===== src/rtl/serial_add_ctrl.sv =====
// Serial WIDTH-bit adder: one 4-bit ripple-carry adder reused once per nibble, LSB nibble first.
// Optional signed-overflow output enabled by defining SERIAL_ADD_OVF_EN.
module serial_add_ctrl #(
   parameter int WIDTH = 16
) (
   input  logic             clk,
   input  logic             rst_n,
   input  logic             in_valid,
   output logic             in_ready,
   input  logic [WIDTH-1:0] a,
   input  logic [WIDTH-1:0] b,
   input  logic             cin,
   output logic             out_valid,
   input  logic             out_ready,
   output logic [WIDTH-1:0] sum,
   output logic             cout,
   output logic             busy
`ifdef SERIAL_ADD_OVF_EN
   ,
   output logic             ovf
`endif
);

   localparam int NIBBLES = WIDTH / 4;
   localparam int CNT_W   = $clog2(NIBBLES);

   typedef enum logic [1:0] {
      IDLE = 2'd0,
      RUN  = 2'd1,
      DONE = 2'd2
   } state_t;

   state_t             state_q, state_d;
   logic [WIDTH-1:0]   a_reg_q, a_reg_d;
   logic [WIDTH-1:0]   b_reg_q, b_reg_d;
   logic [WIDTH-1:0]   sum_q, sum_d;
   logic               cout_q, cout_d;
   logic               carry_q, carry_d;
   logic [CNT_W-1:0]   cnt_q, cnt_d;
   logic [4:0]         adder_res;

`ifdef SERIAL_ADD_OVF_EN
   logic a_msb_q, a_msb_d;
   logic b_msb_q, b_msb_d;
   logic ovf_q, ovf_d;
`endif

   function automatic logic [4:0] ripple4(input logic [3:0] x, input logic [3:0] y,
                                          input logic ci);
      logic [3:0] s;
      logic       c;
      c = ci;
      for (int i = 0; i < 4; i++) begin
         s[i] = x[i] ^ y[i] ^ c;
         c    = (x[i] & y[i]) | (c & (x[i] ^ y[i]));
      end
      return {c, s};
   endfunction

   // The shared adder sees only registered operands, so no input-to-output path exists.
   always_comb begin
      adder_res = ripple4(a_reg_q[3:0], b_reg_q[3:0], carry_q);
   end

   always_comb begin
      state_d = state_q;
      a_reg_d = a_reg_q;
      b_reg_d = b_reg_q;
      sum_d   = sum_q;
      cout_d  = cout_q;
      carry_d = carry_q;
      cnt_d   = cnt_q;
`ifdef SERIAL_ADD_OVF_EN
      a_msb_d = a_msb_q;
      b_msb_d = b_msb_q;
      ovf_d   = ovf_q;
`endif
      unique case (state_q)
         IDLE: begin
            if (in_valid) begin
               a_reg_d = a;
               b_reg_d = b;
               carry_d = cin;
               cnt_d   = '0;
`ifdef SERIAL_ADD_OVF_EN
               a_msb_d = a[WIDTH-1];
               b_msb_d = b[WIDTH-1];
`endif
               state_d = RUN;
            end
         end
         RUN: begin
            sum_d   = {adder_res[3:0], sum_q[WIDTH-1:4]};
            carry_d = adder_res[4];
            a_reg_d = {4'b0000, a_reg_q[WIDTH-1:4]};
            b_reg_d = {4'b0000, b_reg_q[WIDTH-1:4]};
            cnt_d   = cnt_q + 1'b1;
            if (cnt_q == CNT_W'(NIBBLES - 1)) begin
               cout_d  = adder_res[4];
`ifdef SERIAL_ADD_OVF_EN
               ovf_d   = (a_msb_q == b_msb_q) && (adder_res[3] != a_msb_q);
`endif
               state_d = DONE;
            end
         end
         DONE: begin
            if (out_ready) begin
               state_d = IDLE;
            end
         end
         default: begin
            state_d = IDLE;
         end
      endcase
   end

   always_ff @(posedge clk or negedge rst_n) begin
      if (!rst_n) begin
         state_q <= IDLE;
         a_reg_q <= '0;
         b_reg_q <= '0;
         sum_q   <= '0;
         cout_q  <= 1'b0;
         carry_q <= 1'b0;
         cnt_q   <= '0;
      end else begin
         state_q <= state_d;
         a_reg_q <= a_reg_d;
         b_reg_q <= b_reg_d;
         sum_q   <= sum_d;
         cout_q  <= cout_d;
         carry_q <= carry_d;
         cnt_q   <= cnt_d;
      end
   end

`ifdef SERIAL_ADD_OVF_EN
   always_ff @(posedge clk or negedge rst_n) begin
      if (!rst_n) begin
         a_msb_q <= 1'b0;
         b_msb_q <= 1'b0;
         ovf_q   <= 1'b0;
      end else begin
         a_msb_q <= a_msb_d;
         b_msb_q <= b_msb_d;
         ovf_q   <= ovf_d;
      end
   end

   assign ovf = ovf_q;
`endif

   assign in_ready  = (state_q == IDLE);
   assign out_valid = (state_q == DONE);
   assign busy      = (state_q == RUN) || (state_q == DONE);
   assign sum       = sum_q;
   assign cout      = cout_q;

endmodule


===== config.mk =====
export PLATFORM = sky130hd
export DESIGN_NAME = serial_add_ctrl
export DESIGN_NICKNAME = d
export VERILOG_FILES = /design/src/rtl/serial_add_ctrl.sv
export SDC_FILE = /design/constraint.sdc
export NUM_CORES = 1
export LEC_CHECK = 0
export BUFFER_PORTS_ARGS = -buffer_cell sky130_fd_sc_hd__buf_2
export CAP_MARGIN = 20
export CORE_ASPECT_RATIO = 1.1
export CORE_MARGIN = 5
export CORE_UTILIZATION = 25
export CTS_CLUSTER_SIZE = 30
export DETAILED_ROUTE_END_ITERATION = 16
export GPL_TIMING_DRIVEN = 0
export SYNTH_ARGS = -nofsm -noshare
export SYNTH_HDL_FRONTEND = slang
export SYNTH_SLANG_ARGS = --single-unit

===== constraint.sdc =====
create_clock -name clk -period 4.5 [get_ports clk]
set_clock_uncertainty 0.05 [all_clocks]
set_input_delay 0.225 -clock clk [delete_from_list [all_inputs] [get_ports clk]]
set_output_delay 0.225 -clock clk [all_outputs]
set_load 0.02 [all_outputs]

==> results.cfg <==
[synthesis]
ys_ff_latch = 54
ys_seq_area_frac = 0.5165
yosysWarnings = 0
synth_cells = 219
synth_nets = 264
ys_types = 24
syn_area_um2 = 2616
syn-mean-instance-area_um2 = 11.95

[sta]
max_freq_mhz = 452.4
setup_ws_ns = 2.290
period_minus_slack_ns = 2.210
hold_viol_final = 0
tns_ns = 0
holdWs_ns = 0.1449
slew_viol_final = 0
max_slew_margin = 0.4812
tightest_slew_ns = 0.7783
finalCritPeriodShare = 0.4912
grt_setup_unrepaired = false
setup_violations = 0

[final_layout]
final_common_cell = buf_2
area_delta_synth_final_pct = 25.25
nets = 329
drive_gt1_frac = 0.4085
antenna_cells = 0
layout_common_cells = 60 x buf_2, 54 x dfrtp_1, 36 x nand2_1

[place]
dpl.hpwl_um = 4363
dpl_worst_slack_ns = 2.308
gp_congestion = 0.7366
place.port_buffers = 56

[grt]
grt_pass1_vias = 1852
grt_usage = 0.09627
antenna_found_initial = 0
overflow = 0
grt_max_degree = 33
grt_pass1_wl_um = 9480

[clocking]
clk_pin_slew_ns = 0.07
clockBufferDepth = 2
cts_resized = 0
cts_buffers = 5
cts_tree = built
clock_latency_ns = 0.29
cts.sinks = 54
cts-root-buf = clkbuf_16
htreeDepth = 2

[worst_setup_path]
path_delay_family = adder cells
slowest_stage = dfrtp_1
critPathMostFrequentCell = fa_1
startpoint_type = register
path_class = reg -> reg
end_kind = register
cp.arrival_ns = 2.37
crit_path_max_incr_delay_ns = 0.42
crit_buf_inv = 3
crit_required_ns = 4.66
crit_fanout = 2
cp_cell_sequence = fa_1 > inv_1 > fa_1 > inv_1 > fa_1 > inv_1 > fa_1 > mux2i_1

[worst_hold_path]
hp-class = in -> reg

[floorplanning]
die-area_um2 = 12610
die_h_um = 117.3
die_w_um = 107.5
start_util = 0.2541
boundaryPins = 57
core_area_um2 = 10300
row_count = 39

[detailed_routing]
postRouteAntennaNets = 0
drt-total-wl_um = 5686
drc = 0
via_per_inst = 4.185
wl_per_cell_um = 13.32
vias = 1787
first_iter_violations = 64
drtPass1Iterations = 4

[power_and_ir_drop]
power.leakage_uw = 0.001523
peakVddDrop_mv = 0.2755
power_density_nw_per_um2 = 763.4

[status]
status = completed

[run]
drv_cap = 0
==> layer usage <==
metal  track usage  routed length [µm]
met1        0.1187                2498
met3       0.02523                 314
met2        0.1667                2807
met5             0                   0
met4       0.02778                  66
==> cell usage after synthesis, drive strengths merged <==
cell type | number | area (µm²)
mux2 | 16 | 180.2
inv | 12 | 45.04
o21ai | 34 | 260.3
dfrtp | 54 | 1351
a22oi | 8 | 60.06
ha | 4 | 50.05
nand2b | 3 | 18.77
buf | 12 | 95.08
fa | 4 | 80.08
a32o | 1 | 10.01
clkbuf | 1 | 3.750
clkinv | 1 | 3.750
a31oi | 2 | 12.51
nand3 | 1 | 5.000
and2 | 1 | 6.260
mux2i | 28 | 292.8
nor2b | 1 | 6.260
nand2 | 36 | 135.1
==> repair_timing <==
item,in CTS,in global routing
buffers inserted,0,0
endpoints found under the hold margin,15,0
endpoints found under the setup margin,0,0
hold buffers,1,0
==> tightest hold or removal path, delay by kind of cell <==
kind	cells	cell delay [ns]
AO/OA/AOI/OAI	1	0.10
buffers and inverters	1	0.07
multiplexers	1	0.06
==> worst paths after layout <==
path,startpoint,to,slack (ns),depth (start not counted)
setup / recovery,a_reg_q[0],sum[15],2.29,8
hold / removal,a[9],a_reg_q[9],0.14,3
setup reg to reg,a_reg_q[0],sum[15],2.29,8
hold reg to reg,cnt_q[0],cnt_q[0],0.43,1
max in group asynchronous,rst_n,b_reg_q[5],3.33,3
min in group asynchronous,rst_n,a_reg_q[1],0.50,2
==> where the power goes <==
part / internal (µW) / switching, µW / leakage (µW)
clock: 261 / 172 / 0.0000799
combinational: 535 / 682 / 0.000771
sequential: 717 / 135 / 0.000672
total: 1510 / 989 / 0.00152
==> area by class of cell <==
type / instances / area (µm²)
Fill cell: 1052 / 7019
Sequential cell: 54 / 1351
Multi-Input combinational cell: 139 / 1117
Timing Repair Buffer: 58 / 317.8
Tap cell: 143 / 178.9
Clock buffer: 5 / 125.1
Buffer: 13 / 98.84
Inverter: 13 / 48.80
Clock inverter: 2 / 38.79
==> metrics by stage <==
stage | std cells | utilization | power [µW] | instance area (µm²)
finish | 427 | 0.3183 | 2502 | 3277
global route | 427 | 0.3183 | 2718 | 3277
CTS | 427 | 0.3183 | 2550 | 3277
detailed placement | 419 | 0.3014 | 2112 | 3103
global placement | 418 | 0.2987 | 2070 | 3075
floorplan | 219 | - | 1784 | 2616
==> kinds of logic after synthesis <==
| kind of cell | synth area share |
|---|---|
| buf+inv | 0.05642 |
| compound gates | 0.1310 |
| flops | 0.5165 |
| mux | 0.1808 |
| simple gates | 0.06552 |
| fa+ha+maj | 0.04974 |
==> flip-flops by register name (all words and copies together), names as in the netlist <==
| signal | flops |
|---|---|
| a_reg_q | 16 |
| b_reg_q | 16 |
| sum | 16 |
| cnt_q | 2 |
| state_q | 2 |
| carry_q | 1 |
| cout | 1 |
(Power assumes the default switching activity.)
